<file path="src/rtl/pipeline_hazard_ctrl.sv">
// Central stall/flush sequencer for the 5-stage pipeline.
// Resolves load-use hazards, EX-resolved branches/jumps and multi-cycle
// data-memory accesses. It also keeps saturating stall/flush event counters.
module pipeline_hazard_ctrl #(
    parameter int unsigned CNT_W    = 32,
    parameter logic [1:0]  LOAD_SEL = 2'b10
) (
    input  logic             clk,
    input  logic             rst,
    input  logic [1:0]       rf_wd_sel_ex,
    input  logic             rf_we_ex,
    input  logic [4:0]       rf_wa_ex,
    input  logic             rf_re0_id,
    input  logic             rf_re1_id,
    input  logic [4:0]       rf_ra0_id,
    input  logic [4:0]       rf_ra1_id,
    input  logic             npc_sel_ex,
    input  logic             dmem_req_mem,
    input  logic             dmem_ack,
    output logic             stall_pc,
    output logic             stall_if_id,
    output logic             stall_id_ex,
    output logic             stall_ex_mem,
    output logic             flush_if_id,
    output logic             flush_id_ex,
    output logic             flush_mem_wb,
    output logic             mem_busy,
    output logic [CNT_W-1:0] stall_cnt,
    output logic [CNT_W-1:0] flush_cnt
);

    typedef enum logic {
        S_RUN  = 1'b0,
        S_WAIT = 1'b1
    } state_t;

    state_t state;
    state_t state_nxt;

    logic lu;
    logic mw;
    logic freeze;
    logic branch_act;

    // Hazard terms: load-use the forwarding path cannot cover, and an unacked memory access
    always_comb begin
        lu = (rf_wd_sel_ex == LOAD_SEL) && rf_we_ex && (rf_wa_ex != 5'd0) &&
             ((rf_re0_id && (rf_ra0_id == rf_wa_ex)) ||
              (rf_re1_id && (rf_ra1_id == rf_wa_ex)));
        mw     = dmem_req_mem && !dmem_ack;
        freeze = mw || ((state == S_WAIT) && !dmem_ack);
    end

    // FSM state register
    always_ff @(posedge clk) begin
        if (rst) begin
            state <= S_RUN;
        end else begin
            state <= state_nxt;
        end
    end

    // FSM next-state: wait for the data-memory ack
    always_comb begin
        state_nxt = state;
        case (state)
            S_RUN:   if (mw)       state_nxt = S_WAIT;
            S_WAIT:  if (dmem_ack) state_nxt = S_RUN;
            default:               state_nxt = S_RUN;
        endcase
    end

    // Output decode by priority: memory freeze, branch flush, load-use bubble
    always_comb begin
        stall_pc     = 1'b0;
        stall_if_id  = 1'b0;
        stall_id_ex  = 1'b0;
        stall_ex_mem = 1'b0;
        flush_if_id  = 1'b0;
        flush_id_ex  = 1'b0;
        flush_mem_wb = 1'b0;
        branch_act   = 1'b0;
        if (!rst) begin
            if (freeze) begin
                // Hold everything up to EX/MEM; a held branch or load-use is acted on later
                stall_pc     = 1'b1;
                stall_if_id  = 1'b1;
                stall_id_ex  = 1'b1;
                stall_ex_mem = 1'b1;
                flush_mem_wb = 1'b1;
            end else if (npc_sel_ex) begin
                // The ID instruction is discarded, so a coincident load-use is moot
                flush_if_id = 1'b1;
                flush_id_ex = 1'b1;
                branch_act  = 1'b1;
            end else if (lu) begin
                stall_pc    = 1'b1;
                stall_if_id = 1'b1;
                flush_id_ex = 1'b1;
            end
        end
    end

    assign mem_busy = (state == S_WAIT);

    // Saturating debug counters
    always_ff @(posedge clk) begin
        if (rst) begin
            stall_cnt <= '0;
            flush_cnt <= '0;
        end else begin
            if (stall_pc && (stall_cnt != {CNT_W{1'b1}})) begin
                stall_cnt <= stall_cnt + CNT_W'(1);
            end
            if (branch_act && (flush_cnt != {CNT_W{1'b1}})) begin
                flush_cnt <= flush_cnt + CNT_W'(1);
            end
        end
    end

endmodule
</file>
<file path="config.mk">
export PLATFORM = sky130hd
export DESIGN_NAME = pipeline_hazard_ctrl
export DESIGN_NICKNAME = d
export VERILOG_FILES = /design/src/rtl/pipeline_hazard_ctrl.sv
export SDC_FILE = /design/constraint.sdc
export NUM_CORES = 1
export LEC_CHECK = 0
export ABC_AREA = 1
export CAP_MARGIN = 20
export CORE_MARGIN = 1.5
export CORE_UTILIZATION = 55
export CTS_BUF_LIST = sky130_fd_sc_hd__clkbuf_4 sky130_fd_sc_hd__clkbuf_8
export CTS_CLUSTER_SIZE = 10
export DETAILED_ROUTE_END_ITERATION = 8
export MAX_ROUTING_LAYER = met4
export PLACE_DENSITY = 0.83
export SYNTH_ARGS = -nofsm -noshare
export SYNTH_HDL_FRONTEND = slang
export SYNTH_SLANG_ARGS = --single-unit
</file>
<file path="constraint.sdc">
create_clock -name clk -period 2.65 [get_ports clk]
set_input_delay 0.265 -clock clk [delete_from_list [all_inputs] [get_ports clk]]
set_output_delay 0.265 -clock clk [all_outputs]
set_load 0.1 [all_outputs]
</file>
==> results of run 1 <==
==> metrics by stage <==
step / util (%) / hold slack (ns) / total power, mW
5_1_grt: 70.9 / 0.409 / 2.37
4_1_cts: 70.9 / 0.388 / 2.30
3_3_place_gp: 67.7 / 0.481 / 1.24
2_1_floorplan: - / 0.487 / 1.17
6_report: 70.9 / 0.388 / 2.29
3_5_place_dp: 67.7 / 0.487 / 1.24
==> cell families after synthesis <==
group / Yosys count / synth area share (%)
simple gates: 444 / 44.0
fa+ha+maj: 2 / 0.559
buf+inv: 81 / 9.25
flops: 65 / 29.1
xor+xnor: 47 / 9.19
compound gates: 64 / 7.99
==> cells in the final DEF, fill, tap and decap left out, types with 3 or more instances in the layout <==
master           synthesis  layout
nand2_1                238     238
nor2_1                  92      91
buf_4                    5      72
dfxtp_1                 65      64
inv_1                   52      52
a21oi_1                 50      50
nand3_1                 45      45
xor2_1                  29      29
clkdlybuf4s50_1          0      23
nor3_1                  18      18
xnor2_1                 18      18
nand2_2                 12      12
a21oi_2                 10      10
nand3_2                  9       9
clkbuf_8                 0       9
nand4_1                  8       8
nand3b_1                 5       5
buf_12                   1       5
inv_2                    4       4
o21ai_0                  4       4
nor2_4                   2       3
nor2_2                   3       3
bufinv_16                0       3
==> state kept, by name, summed over array words and instances (netlist names) <==
register and flops:
flush_cnt 32, mem_busy 1, stall_cnt 32
==> cell type report <==
class	count	area, um^2
well taps	102	128
multi-input cells	557	2770
clock inverters	7	125
repair buffers	101	876
clock buffers	9	124
fillers	706	2270
inverters	56	210
flip-flops and latches	65	1300
==> report_power, final <==
part	internal [mW]	switching (mW)	total (mW)
clock network	0.635	0.440	1.07
logic	0.0748	0.160	0.235
registers	0.980	0.00520	0.985
total	1.69	0.605	2.29
==> worst paths after layout <==
kind / endpoint / startpoint / cells past startpoint / slack (ns)
worst max-delay path: stall_if_id / rf_wa_ex[3] / 10 / 0.39
worst min-delay path: stall_cnt[24]$_SDFFE_PP0P_ / rst / 4 / 0.39
worst max register to register: stall_cnt[26]$_SDFFE_PP0P_ / stall_cnt[1]$_SDFFE_PP0P_ / 11 / 0.46
worst min register to register: stall_cnt[23]$_SDFFE_PP0P_ / stall_cnt[23]$_SDFFE_PP0P_ / 2 / 0.49
==> routing by layer <==
| metal | GRT usage, % | up-vias |
|---|---|---|
| li1 | - | 2395 |
| met1 | 35.2 | 2253 |
| met2 | 53.7 | 168 |
| met3 | 5.77 | 42 |
| met4 | 14.0 | 0 |
| met5 | - | - |
==> critical path, cell delays in order <==
cell and delay [ns]:
clkdlybuf4s50_1 0.47, inv_1 0.08, nand2_1 0.07, nand2_1 0.05
nor2_1 0.13, nand3_1 0.09, nand2_1 0.09, nand3_1 0.08
nand2_2 0.42, buf_12 0.25
==> impl_metrics.yaml, run 1 <==
routing:
  wl_met3_um: 645
  drc: 0
  wire_per_inst_um: 13.8
  detail-route-antenna-nets: 0
  met2WireLength_mm: 6.36
  highest_layer: "met4"
  vias: 4858
  met1_length_mm: 5.05
  firstDrtPassIters: 5
  drt_iter0_markers: 213
  viasPerCell: 5.42
  wl_mm: 12.4
floorplanning:
  die_x_um: 93.2
  io_pins: 97
  die_y_um: 93.2
  num_rows: 32
  dieArea_um2: 8690
  fp.coreArea_um2: 7810
  start_util_pct: 57.4
synthesis:
  synth.avg_cell_area_um2: 6.37
  synth_top_cell_area_share_pct: 29.1
  synth_ff_type: "dfxtp_1"
  yosysMostFrequentCell: "nand2_1"
  synth_area_um2: 4480
  syn_nets: 730
  synth_top_cells_by_area: "dfxtp_1 29%, nand2_1 20%, nor2_1 7.7%"
  synth_common_cells: "238 x nand2_1, 92 x nor2_1, 65 x dfxtp_1"
  synth_top_area_cell: "dfxtp_1"
  async_flop_share_pct: 0
  synthCells: 703
  yosysWarnings: 0
  synth_cell_types: 36
  synth-seq-cells: 65
  synth-edff-count: 0
  synth_seq_area_share_pct: 29.1
clocking:
  postCtsSetupBuffers: 0
  ctsHoldBuffers: 0
  cts_tree: "yes"
  cts_max_path_buffers: 2
  cts.clk_slew.worst_paths_ns: 0.08
  cts_resized: 0
  clk_latency_ns: 0.35
  htreeDepth: 3
  cts_buffers: 9
  cts.sinks: 65
  cts_root_buffer: "clkbuf_8"
global_routing:
  grt_max_degree: 40
  grt_pass1_vias: 4786
  grt_pass1_wl_mm: 21.4
  gr-usage-all-layers_pct: 31.3
  grt_overflow: 0
  antenna_found_initial: 0
timing:
  worst_pin_slew_ns: 0.551
  slew_headroom_pct: 63.2
  setup_viol: 0
  final.setup_skew_ns: 0.0105
  fmax_mhz: 442
  rsz0062_at_grt: "no"
  slew_viol_final: 0
  worst_slack_ns: 0.387
  finalHoldViolations: 0
  period_share_pct: 85.4
  layout_min_cycle_time_ns: 2.26
  tns_ns: 0
final_layout:
  stdcell_count: 897
  syn2layout_area_growth_pct: 23.6
  num-nets-final: 817
  final_layout_size_suffix_gt1_share_pct: 18.0
  antenna_cells: 0
  finish.instance_area_um2: 5540
worst_hold_path:
  min_path_type: "primary input to register"
worst_setup_path:
  startpoint_type: "primary input"
  crit_type: "primary input to output port"
  required_ns: 2.38
  cp.arrival_ns: 2.00
  end_kind: "output port"
  critical_path.max_fanout: 21
place:
  hpwlAfterDp_mm: 9.28
  placed_area_um2: 5290
  place_ws_ns: 0.195
  port_buffers: 96
  place.gp.congestion: 0.955
  dp.cells: 881
run_status:
  status: "complete, no violations"
power:
  peakVddDrop_uv: 276
  power.leakage_nw: 2.19
  power.density_nw_per_um2: 415
flow_run:
  drv_cap: 0
(Power assumes the default switching activity.)
==> inputs of run 2 (changes only) <==
--- a/config.mk
+++ b/config.mk
@@ -12,6 +12,7 @@
 export CTS_BUF_LIST = sky130_fd_sc_hd__clkbuf_4 sky130_fd_sc_hd__clkbuf_8
 export CTS_CLUSTER_SIZE = 10
 export DETAILED_ROUTE_END_ITERATION = 8
+export GPL_ROUTABILITY_DRIVEN = 0
 export MAX_ROUTING_LAYER = met4
 export PLACE_DENSITY = 0.83
 export SYNTH_ARGS = -nofsm -noshare
==> run 2 against run 1 <==
Fmax rose by 3.7%. Non-clock buffer count unchanged. First-iteration DRC count up 12%. Register-to-register slack barely moved. Cell area shrank 0.90%. Core utilization fell by 0.64 points. Clock power shrank 14%. Worst hold slack lost 0.051 ns. Sequential power is essentially flat. Largest cell class unchanged.
==> impl_metrics.yaml, run 2 (synthesis gave the netlist of run 1 again) <==
run_status:
  status: "complete, no violations"
clocking:
  cts.clk_slew.worst_paths_ns: 0.08
  ctsHoldBuffers: 0
  cts.sinks: 65
  cts_root_buffer: "clkbuf_8"
  cts_buffers: 9
  postCtsSetupBuffers: 0
  htreeDepth: 3
  cts_tree: "yes"
  clk_latency_ns: 0.35
  cts_resized: 0
  cts_max_path_buffers: 2
power:
  power.density_nw_per_um2: 389
  finalPower_mw: 2.13
  peakVddDrop_uv: 256
  power.leakage_nw: 2.17
flow_run:
  drv_cap: 0
worst_setup_path:
  critical_path.max_fanout: 29
  reg2regPathDepth: 10
  cp.arrival_ns: 2.43
  crit_type: "register to register"
  worstSetupStartpoint: "stall_cnt[1]$_SDFFE_PP0P_"
  r2r_start: "stall_cnt[1]$_SDFFE_PP0P_"
  startpoint_type: "register"
  required_ns: 2.90
  end_kind: "register"
floorplanning:
  die_x_um: 93.2
  io_pins: 97
  start_util_pct: 57.4
  num_rows: 32
  dieArea_um2: 8690
  die_y_um: 93.2
  fp.coreArea_um2: 7810
place:
  hpwlAfterDp_mm: 8.98
  place_ws_ns: 0.421
  port_buffers: 96
  dp.cells: 881
global_routing:
  grt_overflow: 0
  grt_pass1_vias: 4613
  grt_pass1_wl_mm: 20.5
  grt_max_degree: 60
  gr-usage-all-layers_pct: 29.9
  antenna_found_initial: 0
final_layout:
  fill_cells: 694
  stdcell_count: 897
  final_cell_mix: "238 x nand2_1, 91 x nor2_1, 73 x buf_4"
  num-nets-final: 817
  final_common_cell: "nand2_1"
  syn2layout_area_growth_pct: 22.5
  multi_input_area_um2: 2770
  area.sequential_um2: 1300
  antenna_cells: 0
  final_layout_size_suffix_gt1_share_pct: 18.0
worst_hold_path:
  holdPathStages: 4
  worstHoldStart: "rst"
  min_path_type: "primary input to register"
timing:
  period_share_pct: 82.4
  rsz0062_at_grt: "no"
  layout_min_cycle_time_ns: 2.18
  hold_slack_ns: 0.337
  tns_ns: 0
  setup_viol: 0
  fmax_mhz: 458
  finalHoldViolations: 0
  slew_headroom_pct: 53.3
  final.setup_skew_ns: 0.0110
  worst_pin_slew_ns: 0.701
  slew_viol_final: 0
  worst_slack_ns: 0.468
routing:
  drc: 0
  wire_per_inst_um: 13.7
  vias: 4841
  firstDrtPassIters: 5
  viasPerCell: 5.40
  drt_iter0_markers: 239
  detail-route-antenna-nets: 0
  wl_mm: 12.3
run 2: power by group:
| part | internal [mW] | switching (mW) |
|---|---|---|
| clock | 0.491 | 0.426 |
| combinational | 0.0729 | 0.158 |
| sequential | 0.980 | 0.00524 |
run 2: final timing paths:
kind                                              endpoint  slack [ns]
worst max register to register  stall_cnt[26]$_SDFFE_PP0P_        0.47
worst max-delay path            stall_cnt[26]$_SDFFE_PP0P_        0.47
worst min register to register  stall_cnt[23]$_SDFFE_PP0P_        0.51
worst min-delay path            stall_cnt[24]$_SDFFE_PP0P_        0.34
run 2: metal layers:
metal | global-route usage, % | routed length [um] | up-vias
met4 | 12.2 | 340 | 0
met5 | - | 0 | -
met3 | 6.26 | 787 | 43
met2 | 51.3 | 6170 | 189
met1 | 33.9 | 4980 | 2221
li1 | - | - | 2388
run 2: area by class of cell:
type | instances | share of cell area (%)
clock buffers | 11 | 2.76
clock inverters | 5 | 1.09
inverters | 56 | 3.83
multi-input cells | 557 | 50.5
flip-flops and latches | 65 | 23.7
well taps | 102 | 2.33
repair buffers | 101 | 15.7
run 2: critical path: stages (launching register included):
cell and delay (ns):
dfxtp_1 0.44, ha_1 0.36, nand2_2 0.13, nor2_4 0.19
nand3b_2 0.12, nor2_4 0.14, nand3_4 0.09, buf_4 0.26
nor2b_1 0.19, a21oi_1 0.12, nor2_1 0.06
run 2: per-stage QoR:
stage	util, %	area (um^2)
floorplan	-	4490
global placement	67.5	5270
detailed placement	67.5	5270
CTS	70.3	5490
global route	70.3	5490
finish	70.3	5490
==> inputs of run 3 (changes only) <==
--- a/config.mk
+++ b/config.mk
@@ -8,13 +8,13 @@
 export ABC_AREA = 1
 export CAP_MARGIN = 20
 export CORE_MARGIN = 1.5
-export CORE_UTILIZATION = 55
+export CORE_UTILIZATION = 53
 export CTS_BUF_LIST = sky130_fd_sc_hd__clkbuf_4 sky130_fd_sc_hd__clkbuf_8
 export CTS_CLUSTER_SIZE = 10
 export DETAILED_ROUTE_END_ITERATION = 8
 export GPL_ROUTABILITY_DRIVEN = 0
 export MAX_ROUTING_LAYER = met4
-export PLACE_DENSITY = 0.83
+export PLACE_DENSITY = 0.8
 export SYNTH_ARGS = -nofsm -noshare
 export SYNTH_HDL_FRONTEND = slang
 export SYNTH_SLANG_ARGS = --single-unit
==> constraint.sdc (replaced) <==
create_clock -name clk -period 2.2 [get_ports clk]
set_input_delay 0.22 -clock clk [delete_from_list [all_inputs] [get_ports clk]]
set_output_delay 0.22 -clock clk [all_outputs]
set_load 0.1 [all_outputs]
==> run 3 against run 2 <==
Fmax increased by 14%. Clock-buffer cell count fell by 1. Total power rose by 36%. Largest cell class unchanged. Worst hold slack lost 0.061 ns. Non-clock buffer count grew 10. First-iteration DRC count shrank 25%. Global-route usage shrank 0.11 points. Cell area is 4.6% higher. Wire length up 1.6%. Largest power group is now clock. Register-to-register slack worse by 0.19 ns.
==> impl_metrics.yaml, run 3 (synthesis gave the netlist of run 1 again) <==
run_status:
  status: "complete, no violations"
routing:
  viasPerCell: 5.34
  drt_iter0_markers: 180
  detail-route-antenna-nets: 0
  firstDrtPassIters: 5
  drc: 0
  wire_per_inst_um: 13.7
  vias: 4862
  wl_mm: 12.5
timing:
  slew_headroom_pct: 68.0
  slew_viol_final: 0
  finalHoldViolations: 0
  setup_viol: 0
  worst_slack_ns: 0.277
  rsz0062_at_grt: "no"
  period_share_pct: 87.4
  fmax_mhz: 520
  final.setup_skew_ns: 0.0114
  worst_pin_slew_ns: 0.477
  layout_min_cycle_time_ns: 1.92
power:
  power.leakage_nw: 2.28
  peakVddDrop_uv: 356
  power.density_nw_per_um2: 507
worst_setup_path:
  critical_path.max_fanout: 14
  reg2regPathDepth: 10
  r2r_start: "flush_cnt[0]$_SDFFE_PP0P_"
  end_kind: "register"
  r2r_end: "flush_cnt[7]$_SDFFE_PP0P_"
  required_ns: 2.47
  crit_type: "register to register"
  cp.arrival_ns: 2.20
  startpoint_type: "register"
  r2r_setup_slack_ns: 0.28
clocking:
  cts_buffers: 9
  clk_latency_ns: 0.36
  cts_root_buffer: "clkbuf_8"
  postCtsSetupBuffers: 0
  cts_tree: "yes"
  cts.sinks: 65
  cts.clk_slew.worst_paths_ns: 0.08
  cts_max_path_buffers: 2
  htreeDepth: 3
global_routing:
  antenna_found_initial: 0
  grt_pass1_wl_mm: 20.6
  grt_max_degree: 44
  grt_pass1_vias: 4571
  grt_overflow: 0
  gr-usage-all-layers_pct: 29.8
final_layout:
  final_layout_size_suffix_gt1_share_pct: 24.2
  num-nets-final: 827
  antenna_cells: 0
  final_cell_mix: "238 x nand2_1, 91 x nor2_1, 79 x buf_4"
  finish.instance_area_um2: 5740
  syn2layout_area_growth_pct: 28.1
  stdcell_count: 910
  post-route-util_pct: 69.8
  final_common_cell: "nand2_1"
place:
  hpwlAfterDp_mm: 9.29
  place_ws_ns: 0.132
  port_buffers: 96
  dp.cells: 894
  placed_area_um2: 5450
flow_run:
  drv_cap: 0
floorplanning:
  die_x_um: 94.9
  dieArea_um2: 9010
  die_y_um: 94.9
  fp.coreArea_um2: 8220
  num_rows: 33
  start_util_pct: 54.5
  io_pins: 97
worst_hold_path:
  min_path_type: "primary input to register"
  worstHoldEndpoint: "flush_cnt[0]$_SDFFE_PP0P_"
  holdPathStages: 4
  worstHoldStart: "rst"
[run 3: critical path, cell delays in order, from the launching register on]
cell      delay (ns)
dfxtp_2         0.39
ha_2            0.26
nand3_2         0.14
inv_1           0.07
nand2_1         0.10
nor2_1          0.15
nand3b_1        0.14
nand2_2         0.15
buf_4           0.22
nand2_1         0.07
a21oi_1         0.15
[run 3: final cells by class]
cell class	instances	area, um^2
Inverter	56	213
Clock buffer	10	138
Tap cell	105	131
Clock inverter	6	138
Multi-Input combinational cell	557	2780
Timing Repair Buffer	111	980
Sequential cell	65	1360
Fill cell	718	2480
[run 3: worst max path at each step]
| stage | start | endpoint | slack [ns] | cells after the start |
|---|---|---|---|---|
| 5_1_grt | flush_cnt[0]$_SDFFE_PP0P_ | flush_cnt[2]$_SDFFE_PP0P_ | 0.03 | 10 |
| 4_1_cts | flush_cnt[0]$_SDFFE_PP0P_ | flush_cnt[27]$_SDFFE_PP0P_ | 0.20 | 10 |
| 3_5_place_dp | rf_wa_ex[4] | stall_cnt[24]$_SDFFE_PP0P_ | 0.13 | 13 |
| 2_1_floorplan | mem_busy$_SDFF_PP0_ | stall_pc | -0.12 | 9 |
| 3_3_place_gp | rf_wa_ex[3] | stall_cnt[24]$_SDFFE_PP0P_ | 0.20 | 13 |
| 6_report | flush_cnt[0]$_SDFFE_PP0P_ | flush_cnt[7]$_SDFFE_PP0P_ | 0.28 | 10 |
[run 3: metal layers]
metal  wire length [um]  share of wire (%)  up-vias  GRT usage, %
met5                  0                  0        -             -
met4                346                2.8        0          12.7
met3                658                5.3       33          5.39
met2               6200                 50      172          50.0
met1               5270                 42     2235          34.8
li1                   -                  -     2422             -
[run 3: repair_timing]
action	in CTS	in global routing
gates resized for setup	0	4
setup endpoints to repair	0	31
endpoints found under the hold margin	0	0
hold buffers	0	0
[run 3: through the flow]
step                total power [mW]  setup TNS [ns]  hold WS, ns
floorplan                       1.42          -0.123        0.439
global placement                1.50               0        0.459
detailed placement              1.51               0        0.463
CTS                             2.91               0        0.271
global route                    2.98               0        0.307
finish                          2.91               0        0.276
[run 3: report_power, final]
part	leakage, nW	switching [mW]	internal, mW
clock	0.137	0.519	0.905
combinational	1.60	0.195	0.102
sequential	0.545	0.00687	1.18
